$ cat src/rtl/instruction_fetch.sv
// Fetch stage: owns the PC, reads instruction bytes over a req/ack handshake
// and presents each one to the decoder with a valid strobe.
module instruction_fetch #(
    parameter int                ADDR_W   = 8,
    parameter logic [ADDR_W-1:0] RESET_PC = '0
) (
    input  logic              clk,
    input  logic              reset,
    output logic              imem_req,
    output logic [ADDR_W-1:0] imem_addr,
    input  logic              imem_ack,
    input  logic [7:0]        imem_rdata,
    input  logic              stall,
    input  logic              redirect,
    input  logic [ADDR_W-1:0] redirect_pc,
    input  logic              halt,
    output logic [7:0]        instr,
    output logic              instr_valid,
    output logic [ADDR_W-1:0] pc_out,
    output logic              halted
);

    typedef enum logic [1:0] {
        IDLE,
        FETCH,
        ISSUE,
        HALT
    } state_e;

    state_e            state_q, state_d;
    logic [ADDR_W-1:0] pc_q, pc_d;
    logic [7:0]        instr_q, instr_d;
    logic [ADDR_W-1:0] pc_out_q, pc_out_d;

    always_ff @(posedge clk) begin
        if (reset) begin
            state_q  <= IDLE;
            pc_q     <= RESET_PC;
            instr_q  <= 8'h00;
            pc_out_q <= '0;
        end else begin
            state_q  <= state_d;
            pc_q     <= pc_d;
            instr_q  <= instr_d;
            pc_out_q <= pc_out_d;
        end
    end

    always_comb begin
        state_d  = state_q;
        pc_d     = pc_q;
        instr_d  = instr_q;
        pc_out_d = pc_out_q;
        case (state_q)
            IDLE:  state_d = FETCH;
            FETCH: begin
                if (imem_ack) begin
                    instr_d  = imem_rdata;
                    pc_out_d = pc_q;
                    pc_d     = pc_q + ADDR_W'(1);
                    state_d  = ISSUE;
                end
            end
            ISSUE: begin
                // Stall freezes everything; halt outranks a redirect.
                if (!stall) begin
                    if (halt) begin
                        state_d = HALT;
                    end else begin
                        if (redirect) pc_d = redirect_pc;
                        state_d = FETCH;
                    end
                end
            end
            HALT:    state_d = HALT;
            default: state_d = IDLE;
        endcase
    end

    assign imem_req    = (state_q == FETCH);
    assign imem_addr   = pc_q;
    assign instr_valid = (state_q == ISSUE);
    assign halted      = (state_q == HALT);
    assign instr       = instr_q;
    assign pc_out      = pc_out_q;

endmodule

$ cat config.mk
export PLATFORM = sky130hd
export DESIGN_NAME = instruction_fetch
export DESIGN_NICKNAME = d
export VERILOG_FILES = /design/src/rtl/instruction_fetch.sv
export SDC_FILE = /design/constraint.sdc
export NUM_CORES = 1
export LEC_CHECK = 0
export ABC_AREA = 0
export BUFFER_PORTS_ARGS = -buffer_cell sky130_fd_sc_hd__buf_2
export CAP_MARGIN = 0
export CORE_MARGIN = 5
export CORE_UTILIZATION = 35
export CTS_CLUSTER_DIAMETER = 80
export DETAILED_ROUTE_END_ITERATION = 12
export PLACE_DENSITY = 0.66
export SYNTH_ARGS = -nofsm -noshare
export SYNTH_HDL_FRONTEND = slang
export SYNTH_SLANG_ARGS = --single-unit
$ cat constraint.sdc
create_clock -name clk -period 1.75 [get_ports clk]
set_clock_uncertainty 0.1 [all_clocks]
set_input_delay 0.2625 -clock clk [delete_from_list [all_inputs] [get_ports clk]]
set_output_delay 0.2625 -clock clk [all_outputs]
set_load 0.1 [all_outputs]
== Yosys cells after proc, flatten, opt, wreduce, memory -nomap -nowiden ==
Cells that the tools add are included.

* Flip-flop bits (word level): 26
* Input bits: 22
* Output and inout bits: 27
* Logic and storage cells: 26

* Add/subtract/negate cells: 1
* Eq/ne operators: 7
* Multiplexer cells: 9
* Reductions and logical operators: 5

{| class="wikitable"
|+ Operators by type and width
! kind !! count
|-
| 8-bit 2-to-1 mux || 4
|-
| 8-bit case mux with 2 select lines || 1
|-
| 8-bit by 1-bit adder with 8-bit output, second input constant || 1
|-
| 2-bit case mux with 4 select lines || 1
|-
| 2-bit 2-to-1 mux || 3
|-
| 2-bit != test, second input constant || 3
|-
| 5-bit AND reduction || 1
|-
| 2-bit == test, second input constant || 2
|-
| 2-bit AND reduction || 2
|-
| 2-bit by 1-bit == test with 1-bit output, second input constant || 1
|-
| 2-bit logical NOT || 1
|-
| 2-bit by 1-bit != test with 1-bit output, second input constant || 1
|-
| 2-bit nonzero test || 1
|}

== Logic depth before layout (Yosys ltp) ==
Gate-level depths: netlist of the first run.

* Word-level depth: 4
* Gate-level depth with buffers: 6

== Worst setup path after synthesis of the first run ==
OpenSTA, ideal clock, no wires.

* Path type: flip-flop to output port
* Start point: register state_q[0]
* End point: output port imem_req
* Arrival time: 1.746 ns
* Setup slack: -0.358 ns
* Cell stages (with the launch flop): 2
* Cell sequence: dfxtp_1 nor2b_1

* Cells in the longest elaborated chain, start to end: 1

{| class="wikitable"
|+ Ends and longest elaborated chain
! what !! RTL line !! text
|-
| from (decl) || 30 || <nowiki>state_e state_q, state_d;</nowiki>
|-
| from (signal assigned) || 42 || <nowiki>state_q <= state_d;</nowiki>
|-
| 2-bit by 1-bit == test with 1-bit output || 80 || <nowiki>assign imem_req = (state_q == FETCH);</nowiki>
|-
| to (decl) || 9 || <nowiki>output logic imem_req,</nowiki>
|}

No other way between the ends.

== Worst setup path after layout of the first run ==
* Start point: register state_q[1]
* End point: output port instr_valid

* Cells in the longest elaborated chain, start to end: 1

{| class="wikitable"
|+ Ends and longest elaborated chain
! what !! RTL line !! text
|-
| 2-bit == test || 82 || <nowiki>assign instr_valid = (state_q == ISSUE);</nowiki>
|-
| to (decl) || 18 || <nowiki>output logic instr_valid,</nowiki>
|}

No other way between the ends.

==> results of run 1 <==
-- registers in the layout (all words and copies together) (netlist names) --
name	count
instr	8
state_q	2
pc_out	8
imem_addr	8
-- layout by cell type, fill, tap and decap left out, types with 2 or more instances in the layout --
cell / instances
buf_2: 45
nand2_1: 34
a21oi_1: 24
dfxtp_1: 18
o21ai_1: 9
dfxtp_2: 8
and2_1: 6
nor2_1: 5
clkbuf_4: 5
nand3_1: 4
nor3_1: 3
nor2b_2: 2
and3_1: 2
a31oi_1: 2
buf_12: 2
buf_4: 2
-- area by class of cell --
class | instances | area [um2]
fill | 360 | 1750
multi-input combinational | 111 | 621
sequential | 26 | 531
timing repair buffer | 51 | 295
tap | 46 | 57.6
clock inverter | 1 | 30.0
clock buffer | 3 | 22.5
-- cell families after synthesis --
| family | synth area share [%] |
|---|---|
| mux | 0.837 |
| flops | 43.5 |
| buf+inv | 5.02 |
| simple gates | 26.8 |
| fa+ha+maj | 1.05 |
| compound gates | 22.8 |
-- power by group through the flow --
stage | Sequential, W | Combinational [W] | Clock, W
6_report | 0.000633 | 0.000305 | 0.000405
5_1_grt | 0.000637 | 0.000324 | 0.000446
4_1_cts | 0.000633 | 0.000306 | 0.000416
3_5_place_dp | 0.000646 | 0.000305 | 0
3_3_place_gp | 0.000645 | 0.000305 | 0
2_1_floorplan | 0.000755 | 0.000127 | 0
-- stage by stage --
step | hold WS (ps) | std cells | total power, W | utilization (%)
2_1_floorplan | 262 | 146 | 0.000882 | -
3_3_place_gp | 341 | 234 | 0.000950 | 45.2
3_5_place_dp | 344 | 234 | 0.000950 | 45.2
4_1_cts | 41.1 | 238 | 0.00135 | 46.8
5_1_grt | 43.9 | 238 | 0.00141 | 47.0
6_report | 50.3 | 238 | 0.00134 | 47.0
-- worst max-delay path: stages (launching register included) --
cell	delay (ps)
dfxtp_2	390
nor2b_2	190
buf_12	180
buf_12	180
-- final timing paths --
kind                                start                        end  slack [ps]
setup / recovery  state_q[1]$_SDFFE_PP0P_                instr_valid         120
hold / removal                      stall    state_q[0]$_SDFFE_PP0P_          50
setup reg to reg  state_q[0]$_SDFFE_PP0P_  imem_addr[7]$_SDFFE_PP0P_         200
hold reg to reg     instr[0]$_SDFFE_PP0P_      instr[0]$_SDFFE_PP0P_         360
-- metal layers --
layer | vias up | part of all wire (%) | GRT usage (%)
met4 | 0 | 0.99 | 3.72
li1 | 598 | - | -
met2 | 43 | 42 | 21.0
met1 | 520 | 47 | 16.5
met3 | 4 | 9.2 | 3.61
met5 | - | 0 | 0
-- timing repair --
item | 4_1_cts | 5_1_grt
setup buffers | 0 | 0
pin swaps | 0 | 0
resized for setup | 1 | 3
endpoints found under the setup margin | 1 | 3
==> metrics.md, run 1 <==
| Metric | Value |
|---|---|
| Count leader, synth | nand2_1 |
| H-tree levels | 1 |
| # rows | 21 |
| DRT iter0 DRCs | 25 |
| Arr. time, crit path | 1270 ps |
| Pwr per Cell Area | 863 nW/um2 |
| RSZ-0062 raised after global routing | false |
| Nets | 216 |
| Crit Path Category | reg2out |
| Worst Reg-to-Reg Cells | 4 |
| CP endpoint kind | output port |
| EDFF count, synth | 0 |
| Total Routed Length | 2.82 mm |
| Largest net degree at the start of global routing | 28 |
| WHS Path Cells | 2 |
| GP Congestion | 0.805 |
| Core Footprint | 3310 um2 |
| Relative slew slack | 66.1% |
| Clk_lat worst skew | 310 ps |
| Synth cell count leaders | nand2_1, dfxtp_1, a21oi_1 |
| Post-Layout Inst Area | 1560 um2 |
| Maxcap violations | 0 |
| Status | finished, final reports clean |
| Synth Net Count | 169 |
| Post-synthesis sequential area ratio | 43.5% |
| Critical path peak fanout | 25 |
| Flops & latches, synth | 26 |
| Worst-path clk slew | 140 ps |
| Post-route clock period utilization | 93.4% |
| Sw Ratio | 31.5% |
| Longest Clk Path Bufs | 2 |
| Synth unique cells | 34 |
| Clock Tree Root | clkbuf_4 |
| Drt via density | 4.89 |
| Comb pwr share | 22.7% |
| N_diodes | 0 |
| Max frequency | 612 MHz |
| Die extent in y | 68.5 um |
| Hold crit path type | in2reg |
| Actual slew at the worst max-slew pin | 509 ps |
| Share of total power in the clock network | 30.2% |
| GRT overflow | 0 |
| Placed inst area | 1500 um2 |
| CTS tree | yes |
| Drt drc | 0 |
| Cell Int Power | 0.000920 W |
| Final min period | 1630 ps |
| Final setup TNS | 0 ps |
| Post-synth top area cell | dfxtp_1 |
| Share of layout cells above drive strength 1 | 37.5% |
| Cell Area, Synth | 1200 um2 |
| Mapped Cells | 146 |
| Sw power | 0.000423 W |
| DP Wirelength | 2.13 mm |
| Vias in the first global route | 1051 |
| Ys flop type | dfxtp_1 |
| Hold_buf cts | 0 |
| Synth-to-Final Area Change | 30.1% |
| Vias | 1165 |
| Final setup viols | 0 |
| Final Hold Fails | 0 |
| TritonRoute pass-1 iters | 4 |
| Main area contributors after synthesis | dfxtp_1, nand2_1, a21oi_1, o21ai_1, and2_1 |
| Wire length per cell | 11.8 um |
| All-Layer GR Usage | 12.9% |
| Final setup margin | 116 ps |
| Synth warnings | 0 |
| Die area | 4690 um2 |
| Part of the power in registers | 47.1% |
| Die X | 68.5 um |
| Peak supply drop | 0.000437 V |
| Initial Utilization | 36.1% |
| Post-Place Worst Slack | 152 ps |
| CP required | 1390 ps |
| Yosys top cell area share | 43.5% |
| Num CTS Buffers | 3 |
| Sink Count | 26 |
| CP startpoint kind | flop |
| First-pass GRT wire length | 4.65 mm |
| Pleak | 0.640 nW |
| Count of final max-slew check failures | 0 |
| Antenna violations before repair | 0 |
| Mean Syn Cell Area | 8.19 um2 |
| I/O Buffers | 48 |
| I/O pin cnt | 49 |
| Asr flop ratio synth | 0% |
| Antenna viol nets, final | 0 |
Note: power is estimated with default switching activity, not from simulation.
==> run 2: changes to the inputs <==
Settings changed: CORE_UTILIZATION 35 to 47, PLACE_DENSITY 0.66 to 0.83.
==> run 2 against run 1 <==
Sequential power about the same. Critical endpoint unchanged. Sequential share of layout area up 0.28 points. Critical path type unchanged. Core utilization grew 16 points. Register-to-register slack hardly changed. Total power rose by 0.79%. Worst hold slack lost 12 ps. Flip-flop and latch count unchanged. Largest power group unchanged. Highest routed layer unchanged. Combinational power is 1% higher. Die area down 22%. Cell count decreased by 6.3%. Maximum frequency down 1.5%.
==> metrics.md, run 2 (same netlist as run 1, synthesis figures left out) <==
| Metric | Value |
|---|---|
| Status | finished, final reports clean |
| Die area | 3650 um2 (-22%) |
| Share of layout cells above drive strength 1 | 37.8% (+0.32 points) |
| Vias | 1189 (+2.1%) |
| Most common cell after layout, fill and taps aside | buf_2 |
| Worst Reg-to-Reg Cells | 4 (unchanged) |
| Worst Hold Launch | stall |
| Num CTS Buffers | 3 (unchanged) |
| Relative slew slack | 67.3% (+1.3 points) |
| Antenna viol nets, final | 0 (unchanged) |
| Sw Ratio | 31.9% (+0.39 points) |
| N_diodes | 0 (unchanged) |
| Reg2Reg Setup Slack | 210 ps (about the same) |
| DRT iter0 DRCs | 24 (-4.0%) |
| CTS tree | yes |
| Die X | 60.4 um (-12%) |
| Clock Tree Root | clkbuf_4 |
| Cell Int Power | 0.000922 W (+0.22%) |
| Filler instances | 220 (-39%) |
| CP required | 1390 ps (about the same) |
| Final Hold Fails | 0 (unchanged) |
| DP Wirelength | 2.23 mm (+4.6%) |
| I/O Buffers | 48 (unchanged) |
| Multi-input logic area | 621 um2 (unchanged) |
| H-tree levels | 1 (unchanged) |
| Drt drc | 0 (unchanged) |
| Synth-to-Final Area Change | 29.1% |
| Worst R2R Start | state_q[0]$_SDFFE_PP0P_ |
| Sw power | 0.000432 W (+2.0%) |
| Hold_buf cts | 0 (unchanged) |
| RSZ-0062 raised after global routing | false |
| All-Layer GR Usage | 18.3% (+5.4 points) |
| Post-route clock period utilization | 94.8% (+1.4 points) |
| Hold crit path type | in2reg |
| Sink Count | 26 (unchanged) |
| Wire length per cell | 13.7 um (+16%) |
| Pwr per Cell Area | 877 nW/um2 (+1.6%) |
| Pleak | 0.645 nW (+0.75%) |
| Buffer count from post-CTS setup fixing | 0 (unchanged) |
| First-pass GRT wire length | 5.06 mm (+8.8%) |
| Initial Utilization | 48.7% (+13 points) |
| Vias in the first global route | 1152 (+9.6%) |
| Total Routed Length | 3.06 mm (+8.5%) |
| Hold Path Sink | state_q[0]$_SDFFE_PP0P_ |
| Fin util | 62.9% (+16 points) |
| Max frequency | 603 MHz (-1.5%) |
| GP Congestion | 0.797 (-1.0%) |
| Part of the power in registers | 46.7% (-0.4 points) |
| Most frequent cells in the layout | buf_2, nand2_1, a21oi_1 |
| TritonRoute pass-1 iters | 4 (unchanged) |
| Final setup margin | 91.0 ps (-25.1 ps) |
| Peak supply drop | 0.000554 V (+27%) |
| Worst R2R End | imem_addr[1]$_SDFFE_PP0P_ |
| I/O pin cnt | 49 (unchanged) |
| Register area | 531 um2 (unchanged) |
| Nets | 217 (+0.46%) |
| Clk_lat worst skew | 320 ps (about the same) |
| # rows | 18 (-14%) |
| Longest Clk Path Bufs | 2 (unchanged) |
| Final setup viols | 0 (unchanged) |
| Arr. time, crit path | 1300 ps (+30 ps) |
| Share of total power in the clock network | 30.4% (+0.2 points) |
| Actual slew at the worst max-slew pin | 494 ps (-15.5 ps) |
| WHS Path Cells | 2 (unchanged) |
| Comb pwr share | 22.8% (about the same) |
| Post-Place Worst Slack | 126 ps (-26.4 ps) |
| Worst-path clk slew | 140 ps (about the same) |
| CP startpoint kind | flop |
| Core Footprint | 2450 um2 (-26%) |
| Final setup TNS | 0 ps (unchanged) |
| Die extent in y | 60.4 um (-12%) |
| Count of final max-slew check failures | 0 (unchanged) |
| Critical path peak fanout | 25 (unchanged) |
| Drt via density | 5.33 (+8.9%) |
| Largest net degree at the start of global routing | 26 (-7.1%) |
| Final min period | 1660 ps (+25.1 ps) |
| Maxcap violations | 0 (unchanged) |
| Crit Path Category | reg2out |
| CP endpoint kind | output port |
| Antenna violations before repair | 0 (unchanged) |
| GRT overflow | 0 (unchanged) |
==> run 2: cell types whose count changed in the layout (fill, tap and decap cells not counted), sizes merged <==
| cell | before | now |
|---|---|---|
| buf | 49 | 50 |
==> run 2: layer usage <==
metal  global-route usage (%)  part of all wire (%)  up-vias
met5                        0                     0        -
li1                         -                     -      600
met3                     4.26                   7.4        9
met4                     8.05                   2.3        0
met1                     21.7                    39      543
met2                     31.5                    52       37
==> run 2: worst max path at each step <==
stage                           endpoint  slack (ps)               startpoint
3_5_place_dp   imem_addr[1]$_SDFFE_PP0P_         130  state_q[1]$_SDFFE_PP0P_
5_1_grt                      instr_valid          10  state_q[1]$_SDFFE_PP0P_
6_report                     instr_valid          90  state_q[1]$_SDFFE_PP0P_
2_1_floorplan  imem_addr[5]$_SDFFE_PP0P_          60  state_q[1]$_SDFFE_PP0P_
3_3_place_gp   imem_addr[7]$_SDFFE_PP0P_         220  state_q[1]$_SDFFE_PP0P_
4_1_cts                         imem_req          20  state_q[0]$_SDFFE_PP0P_
==> run 2: layout make-up <==
class                           instances  area share [%]
Sequential cell                        26            34.4
Clock buffer                            3            1.46
Multi-Input combinational cell        111            40.2
Clock inverter                          1            1.94
Tap cell                               30            2.43
Timing Repair Buffer                   52            19.6
==> run 2: power by group through the flow <==
stage / logic, W / clock network [W] / registers, W
3_3_place_gp: 0.000301 / 0 / 0.000644
6_report: 0.000309 / 0.000412 / 0.000633
5_1_grt: 0.000329 / 0.000445 / 0.000637
3_5_place_dp: 0.000307 / 0 / 0.000645
2_1_floorplan: 0.000127 / 0 / 0.000755
4_1_cts: 0.000309 / 0.000418 / 0.000633
==> run 2: critical path: stages (launching register included) <==
cell	delay, ps
dfxtp_2	390
nor2b_2	200
buf_12	190
buf_12	190
==> run 2: timing repair <==
item	in CTS	in global routing
pin swaps	0	0
endpoints found under the setup margin	1	3
resized for setup	1	3
==> run 2: stage by stage <==
stage	instances	hold slack [ps]	power [W]	cell area (um2)
after floorplan	146	262	0.000882	1210
after global placement	219	340	0.000945	1480
after detailed placement	219	344	0.000953	1480
after CTS	223	41.8	0.00136	1540
after global routing	223	34.0	0.00141	1540
final	223	38.6	0.00135	1540
